===== src/rtl/DecoderPkg.sv =====
// Opcode enumeration and per-format field layouts shared by the decoder
// and its inverse, the encoder.
//   Op        : 7-bit major opcode values
//   *_fmt_t   : packed 32-bit layouts for the R/I/S/B/U/J formats
package DecoderPkg;

  typedef enum logic [6:0] {
    OP_LOAD   = 7'b0000011,
    OP_FENCE  = 7'b0001111,
    OP_ALUI   = 7'b0010011,
    OP_AUIPC  = 7'b0010111,
    OP_STORE  = 7'b0100011,
    OP_ALU    = 7'b0110011,
    OP_LUI    = 7'b0110111,
    OP_BRANCH = 7'b1100011,
    OP_JALR   = 7'b1100111,
    OP_JAL    = 7'b1101111,
    OP_SYSTEM = 7'b1110011
  } Op;

  typedef struct packed {
    logic [6:0] funct7;
    logic [4:0] rs2;
    logic [4:0] rs1;
    logic [2:0] funct3;
    logic [4:0] rd;
    logic [6:0] opcode;
  } r_fmt_t;

  typedef struct packed {
    logic [11:0] imm11_0;
    logic [4:0]  rs1;
    logic [2:0]  funct3;
    logic [4:0]  rd;
    logic [6:0]  opcode;
  } i_fmt_t;

  typedef struct packed {
    logic [6:0] imm11_5;
    logic [4:0] rs2;
    logic [4:0] rs1;
    logic [2:0] funct3;
    logic [4:0] imm4_0;
    logic [6:0] opcode;
  } s_fmt_t;

  typedef struct packed {
    logic       imm12;
    logic [5:0] imm10_5;
    logic [4:0] rs2;
    logic [4:0] rs1;
    logic [2:0] funct3;
    logic [3:0] imm4_1;
    logic       imm11;
    logic [6:0] opcode;
  } b_fmt_t;

  typedef struct packed {
    logic [19:0] imm31_12;
    logic [4:0]  rd;
    logic [6:0]  opcode;
  } u_fmt_t;

  typedef struct packed {
    logic       imm20;
    logic [9:0] imm10_1;
    logic       imm11;
    logic [7:0] imm19_12;
    logic [4:0] rd;
    logic [6:0] opcode;
  } j_fmt_t;

endpackage


===== src/rtl/hippo_encoder_pkg.sv =====
// Immediate range limits, funct7 constants and small helpers used by the
// encoder's range check.
package hippo_encoder_pkg;

  localparam int IMM_I_MIN = -2048;
  localparam int IMM_I_MAX = 2047;
  localparam int IMM_B_MIN = -4096;
  localparam int IMM_B_MAX = 4094;
  localparam int IMM_J_MIN = -(1 << 20);
  localparam int IMM_J_MAX = (1 << 20) - 2;

  localparam logic [6:0] FUNCT7_BASE = 7'b0000000;
  localparam logic [6:0] FUNCT7_ALT  = 7'b0100000;

  // Signed inclusive range test on a full 32-bit immediate.
  function automatic logic imm_in_range(input logic [31:0] imm, input int lo, input int hi);
    return ($signed(imm) >= lo) && ($signed(imm) <= hi);
  endfunction

  // funct3 values that make OP_ALUI a shift (shamt in imm[4:0]).
  function automatic logic is_shift_f3(input logic [2:0] f3);
    return (f3 == 3'b001) || (f3 == 3'b101);
  endfunction

endpackage


===== src/rtl/hippo_encoder_fifo.sv =====
// Output word FIFO for the encoder.
//   i_clk, i_reset (async, active-low)
//   i_push/i_data : enqueue one word (ignored when full)
//   i_pop         : drop the head word (ignored when empty)
//   o_data        : head word, forced to 0 when empty
//   o_count       : occupancy, 0..DEPTH
// DEPTH must be a power of two so the pointers wrap by natural overflow.
module hippo_encoder_fifo #(
  parameter int DEPTH = 4,
  parameter int WIDTH = 32
) (
  input  logic                       i_clk,
  input  logic                       i_reset,
  input  logic                       i_push,
  input  logic [WIDTH-1:0]           i_data,
  input  logic                       i_pop,
  output logic [WIDTH-1:0]           o_data,
  output logic [$clog2(DEPTH):0]     o_count
);

  localparam int AW = $clog2(DEPTH);
  localparam int CW = AW + 1;
  localparam logic [CW-1:0] FULL_COUNT = CW'(DEPTH);

  logic [WIDTH-1:0] mem [DEPTH];
  logic [AW-1:0]    wr_ptr;
  logic [AW-1:0]    rd_ptr;
  logic [CW-1:0]    count;
  logic             push_ok;
  logic             pop_ok;

  assign push_ok = i_push && (count != FULL_COUNT);
  assign pop_ok  = i_pop && (count != '0);

  always_ff @(posedge i_clk or negedge i_reset) begin
    if (!i_reset) begin
      wr_ptr <= '0;
      rd_ptr <= '0;
      count  <= '0;
    end else begin
      if (push_ok) wr_ptr <= wr_ptr + 1'b1;
      if (pop_ok)  rd_ptr <= rd_ptr + 1'b1;
      case ({push_ok, pop_ok})
        2'b10:   count <= count + 1'b1;
        2'b01:   count <= count - 1'b1;
        default: count <= count;
      endcase
    end
  end

  // Storage needs no reset: an entry is only visible once count covers it.
  always_ff @(posedge i_clk) begin
    if (push_ok) mem[wr_ptr] <= i_data;
  end

  assign o_data  = (count != '0) ? mem[rd_ptr] : '0;
  assign o_count = count;

endmodule


===== src/rtl/hippo_encoder.sv =====
// Instruction encoder: the inverse of the decoder. Takes decoded fields,
// range-checks the immediate for the opcode's format, builds the 32-bit
// word combinationally and queues legal words in an output FIFO.
//   i_clk, i_reset (async, active-low)
//   i_valid/o_ready         : request handshake
//   i_op, i_rd, i_rs1, i_rs2, i_funct3, i_sub, i_imm : decoded fields
//   o_valid/i_ready/o_instr : head-of-FIFO handshake and word
//   o_err                   : one-cycle pulse after an accepted illegal request
//   o_err_sticky/i_err_clr  : latched error flag and its clear
//   o_count                 : FIFO occupancy
module hippo_encoder
  import DecoderPkg::*;
  import hippo_encoder_pkg::*;
#(
  parameter int DEPTH = 4
) (
  input  logic                   i_clk,
  input  logic                   i_reset,
  input  logic                   i_valid,
  output logic                   o_ready,
  input  logic [6:0]             i_op,
  input  logic [4:0]             i_rd,
  input  logic [4:0]             i_rs1,
  input  logic [4:0]             i_rs2,
  input  logic [2:0]             i_funct3,
  input  logic                   i_sub,
  input  logic [31:0]            i_imm,
  output logic                   o_valid,
  input  logic                   i_ready,
  output logic [31:0]            o_instr,
  output logic                   o_err,
  output logic                   o_err_sticky,
  input  logic                   i_err_clr,
  output logic [$clog2(DEPTH):0] o_count
);

  localparam int CW = $clog2(DEPTH) + 1;
  localparam logic [CW-1:0] FULL_COUNT = CW'(DEPTH);

  r_fmt_t      f_r;
  i_fmt_t      f_i;
  s_fmt_t      f_s;
  b_fmt_t      f_b;
  u_fmt_t      f_u;
  j_fmt_t      f_j;
  logic        shift_op;
  logic [6:0]  funct7_sel;
  logic [31:0] enc_word;
  logic        enc_legal;

  logic        live;
  logic        err_q;
  logic        sticky_q;
  logic        accept;
  logic        push;
  logic        reject;
  logic        pop;
  logic [CW-1:0] count;

  assign shift_op   = (i_op == OP_ALUI) && is_shift_f3(i_funct3);
  assign funct7_sel = i_sub ? FUNCT7_ALT : FUNCT7_BASE;

  // Every format is built in parallel; the opcode only selects one.
  assign f_r = '{funct7: funct7_sel, rs2: i_rs2, rs1: i_rs1, funct3: i_funct3,
                 rd: i_rd, opcode: i_op};
  assign f_i = '{imm11_0: shift_op ? {funct7_sel, i_imm[4:0]} : i_imm[11:0],
                 rs1: i_rs1, funct3: i_funct3, rd: i_rd, opcode: i_op};
  assign f_s = '{imm11_5: i_imm[11:5], rs2: i_rs2, rs1: i_rs1, funct3: i_funct3,
                 imm4_0: i_imm[4:0], opcode: i_op};
  assign f_b = '{imm12: i_imm[12], imm10_5: i_imm[10:5], rs2: i_rs2, rs1: i_rs1,
                 funct3: i_funct3, imm4_1: i_imm[4:1], imm11: i_imm[11], opcode: i_op};
  assign f_u = '{imm31_12: i_imm[31:12], rd: i_rd, opcode: i_op};
  assign f_j = '{imm20: i_imm[20], imm10_1: i_imm[10:1], imm11: i_imm[11],
                 imm19_12: i_imm[19:12], rd: i_rd, opcode: i_op};

  always_comb begin
    enc_word  = '0;
    enc_legal = 1'b0;
    case (i_op)
      OP_LUI, OP_AUIPC: begin
        enc_word  = f_u;
        enc_legal = (i_imm[11:0] == 12'd0);
      end
      OP_JAL: begin
        enc_word  = f_j;
        enc_legal = imm_in_range(i_imm, IMM_J_MIN, IMM_J_MAX) && !i_imm[0];
      end
      OP_BRANCH: begin
        enc_word  = f_b;
        enc_legal = imm_in_range(i_imm, IMM_B_MIN, IMM_B_MAX) && !i_imm[0];
      end
      OP_STORE: begin
        enc_word  = f_s;
        enc_legal = imm_in_range(i_imm, IMM_I_MIN, IMM_I_MAX);
      end
      OP_ALU: begin
        enc_word  = f_r;
        enc_legal = 1'b1;
      end
      OP_ALUI: begin
        enc_word  = f_i;
        enc_legal = shift_op ? (i_imm[31:5] == 27'd0)
                             : imm_in_range(i_imm, IMM_I_MIN, IMM_I_MAX);
      end
      OP_JALR, OP_LOAD, OP_SYSTEM, OP_FENCE: begin
        enc_word  = f_i;
        enc_legal = imm_in_range(i_imm, IMM_I_MIN, IMM_I_MAX);
      end
      default: begin
        enc_word  = '0;
        enc_legal = 1'b0;
      end
    endcase
  end

  // live keeps o_ready low during reset and raises it one edge after release.
  assign o_ready = live && (count != FULL_COUNT);
  assign o_valid = (count != '0);
  assign accept  = i_valid && o_ready;
  assign push    = accept && enc_legal;
  assign reject  = accept && !enc_legal;
  assign pop     = o_valid && i_ready;

  // Sticky is set alongside the pulse and again while the pulse is high,
  // so a clear coinciding with a live error never wins.
  always_ff @(posedge i_clk or negedge i_reset) begin
    if (!i_reset) begin
      live     <= 1'b0;
      err_q    <= 1'b0;
      sticky_q <= 1'b0;
    end else begin
      live     <= 1'b1;
      err_q    <= reject;
      sticky_q <= reject || err_q || (sticky_q && !i_err_clr);
    end
  end

  assign o_err        = err_q;
  assign o_err_sticky = sticky_q;
  assign o_count      = count;

  hippo_encoder_fifo #(
    .DEPTH (DEPTH),
    .WIDTH (32)
  ) u_fifo (
    .i_clk   (i_clk),
    .i_reset (i_reset),
    .i_push  (push),
    .i_data  (enc_word),
    .i_pop   (pop),
    .o_data  (o_instr),
    .o_count (count)
  );

endmodule


===== config.mk =====
export PLATFORM = sky130hd
export DESIGN_NAME = hippo_encoder
export DESIGN_NICKNAME = d
export VERILOG_FILES = /design/src/rtl/DecoderPkg.sv /design/src/rtl/hippo_encoder_pkg.sv /design/src/rtl/hippo_encoder_fifo.sv /design/src/rtl/hippo_encoder.sv
export SDC_FILE = /design/constraint.sdc
export NUM_CORES = 1
export LEC_CHECK = 0
export BUFFER_PORTS_ARGS = -buffer_cell sky130_fd_sc_hd__buf_2
export CAP_MARGIN = 20
export CORE_ASPECT_RATIO = 1.25
export CORE_MARGIN = 2
export CORE_UTILIZATION = 40
export DETAILED_ROUTE_END_ITERATION = 8
export PLACE_DENSITY_LB_ADDON = 0.25
export SETUP_SLACK_MARGIN = 0.1
export SKIP_LAST_GASP = 1
export SYNTH_ARGS = -nofsm -noshare
export SYNTH_HDL_FRONTEND = slang
export SYNTH_SLANG_ARGS = --single-unit

===== constraint.sdc =====
create_clock -name i_clk -period 3.8 [get_ports i_clk]
set_input_delay 0.38 -clock i_clk [delete_from_list [all_inputs] [get_ports i_clk]]
set_output_delay 0.38 -clock i_clk [all_outputs]
set_load 0.02 [all_outputs]

==> results.sh <==
export IMPL_mostFrequentLayoutCell="edfxtp_1"
export IMPL_routedWlPerCell_um=20.8
export IMPL_path_max_fanout=23
export IMPL_ys_types=58
export IMPL_worstSetupEndpointType="output pin"
export IMPL_cts_buffers=17
export IMPL_port_buffers=101
export IMPL_root_buffer="clkbuf_16"
export IMPL_ios=102
export IMPL_ys_warn_count=0
export IMPL_status="finished clean"
export IMPL_vias=3923
export IMPL_synth_seq_cells=138
export IMPL_nFillCells=1287
export IMPL_critPathArrivalTime_ns=2.25
export IMPL_cts_resized=0
export IMPL_r2r_start="u_fifo.o_count[0]"
export IMPL_cap_violations=0
export IMPL_fp_coreArea_um2=15100
export IMPL_finClkSkew_ns=0.0162
export IMPL_grt_max_degree=34
export IMPL_tightestPinTransition_ns=0.930
export IMPL_clk_latency_ns=0.42
export IMPL_cts_tree="built"
export IMPL_crit_type="reg2out"
export IMPL_cts_buffer_depth=2
export IMPL_wl_um=14900
export IMPL_worstSetupStartpoint="u_fifo.rd_ptr[0]"
export IMPL_syn_inst=381
export IMPL_vdd_drop_max_v=0.000431
export IMPL_finalHoldViolCount=0
export IMPL_synthFlopType="edfxtp_1"
export IMPL_antenna_found_initial=0
export IMPL_required_ns=3.42
export IMPL_dr_pass1_iters=5
export IMPL_synth_area_um2=6210
export IMPL_synth_area_per_cell_um2=16.3
export IMPL_placed_cell_area_um2=7020
export IMPL_hold_class="in2reg"
export IMPL_core_rowCount=50
export IMPL_synth_fp_nets=450
export IMPL_first_global_vias=4055
export IMPL_synth_enable_flop_cells=128
export IMPL_initial_core_util_pct=41.2
export IMPL_finalCriticalPeriod_ns=2.63
export IMPL_crit_end="o_instr[20]"
export IMPL_fmax_mhz=380
export IMPL_startpoint_type="register"
export IMPL_place_congestion=0.748
export IMPL_finalHoldWorstSlack_ns=0.251
export IMPL_fin_nets=563
export IMPL_fin_crit_sh_pct=69.2
export IMPL_tns_ns=0
export IMPL_reg2reg_to="u_fifo.mem[2][13]"
export IMPL_rsz0062_at_grt="false"
export IMPL_grt_first_pass_wirelength_um=22600
export IMPL_cts_hold_buf=1
export IMPL_dr_first_iter_drc_count=318
export IMPL_powerDensity_nw_per_um2=670
export IMPL_final_cell_mix="edfxtp_1 (128), buf_2 (101), and2_1 (40)"
export IMPL_finalSetupViolCount=0
export IMPL_clkSinkCount=138
export IMPL_cts_max_level=4
export IMPL_finalMaxSlewViolations=0
export IMPL_grt_ovfl_total=0
export IMPL_die_w_um=115
export IMPL_async_flop_share_pct=7.25
export IMPL_p_leak_uw=0.00276
export IMPL_r2r_slack_ns=1.61
export IMPL_cts_clk_slew_worst_paths_ns=0.06
export IMPL_dieArea_um2=16600
export IMPL_yosysSeqAreaShare_pct=65.9
export IMPL_dieHeight_um=143
export IMPL_r2r_cells=6
export IMPL_fin_util_pct=51.1
export IMPL_drc=0
export IMPL_grt_total_usage_pct=19.0
export IMPL_design_area_um2=7700
export IMPL_drive_above_1_share_pct=37.5
export IMPL_post_cts_buffers=0
export IMPL_slew_headroom_pct=38.0
export IMPL_area_delta_synth_final_pct=23.9
export IMPL_hpwl_um=10300
export IMPL_via_per_inst=5.48
export IMPL_ant_nets=0
==> state kept, by name, summed over array words and instances (netlist names) <==
name,flops
live,1
o_err,1
o_err_sticky,1
u_fifo.mem,128
u_fifo.o_count,3
u_fifo.rd_ptr,2
u_fifo.wr_ptr,2
==> through the flow <==
stage / setup slack [ns] / total power, uW / instances
CTS: 1.09 / 5220 / 715
finish: 1.17 / 5160 / 716
global route: 1.01 / 5380 / 715
global placement: 0.878 / 3340 / 682
detailed placement: 0.766 / 3350 / 682
floorplan: 0.991 / 2850 / 381
==> logic make-up (layout without fill, tap and decap cells) <==
family	count (synthesis)	count (layout)	share of synthesized area, %
buf+inv	35	161	2.44
mux	34	34	12.0
fa+ha+maj	6	6	1.33
simple gates	108	108	10.5
other cells	1	2	0.0604
compound gates	53	53	6.93
xor+xnor	6	6	0.846
flops	138	138	65.9
==> Yosys cell counts (all sizes together), types with 7 or more instances <==
cell type / number / area share [%]
edfxtp: 128 / 62
and2: 40 / 4.0
mux4: 32 / 12
a22o: 18 / 2.5
inv: 18 / 1.1
nor2: 13 / 0.87
nand2: 12 / 0.72
clkbuf: 10 / 0.60
dfrtp: 10 / 4.0
nand4: 10 / 1.0
nor3: 8 / 0.72
nor4: 8 / 0.91
a21oi: 7 / 0.56
buf: 7 / 0.74
==> power by group <==
part	internal [uW]	switching [uW]
Sequential	1690	146
Combinational	684	768
Clock	1240	634
Total	3610	1550
==> metal layers <==
metal  share of wire, %  up-vias  GRT usage (%)
li1                   -     1752              -
met1                 40     1970           23.6
met2                 51      185           31.6
met3                7.4       16           5.69
met4                1.7        0           6.47
met5                  0        -              0
==> critical path: stages, from the launching register on <==
cell and delay, ns:
dfrtp_2 0.64, buf_12 0.29, mux4_2 0.54, and2_1 0.18, buf_2 0.16
==> cell type report <==
type	instances	area [um^2]	area share (%)
Antenna cell	1	2.50	0.0325
Clock buffer	19	433	5.62
Clock inverter	13	239	3.10
Inverter	18	67.6	0.877
Multi-Input combinational cell	208	1970	25.6
Sequential cell	138	4100	53.2
Tap cell	208	260	3.38
Timing Repair Buffer	111	633	8.22
==> worst min path at each step <==
| stage | start | to | slack [ns] | cells past startpoint |
|---|---|---|---|---|
| final | i_err_clr | o_err_sticky | 0.25 | 3 |
| after global routing | i_err_clr | o_err_sticky | 0.26 | 3 |
| after CTS | i_err_clr | o_err_sticky | 0.25 | 3 |
| after detailed placement | i_reset | o_err | 0.25 | 1 |
| after global placement | i_reset | o_err | 0.25 | 1 |
| after floorplan | i_reset | live | 0.08 | 0 |
Power figures use the tool's default switching activity.
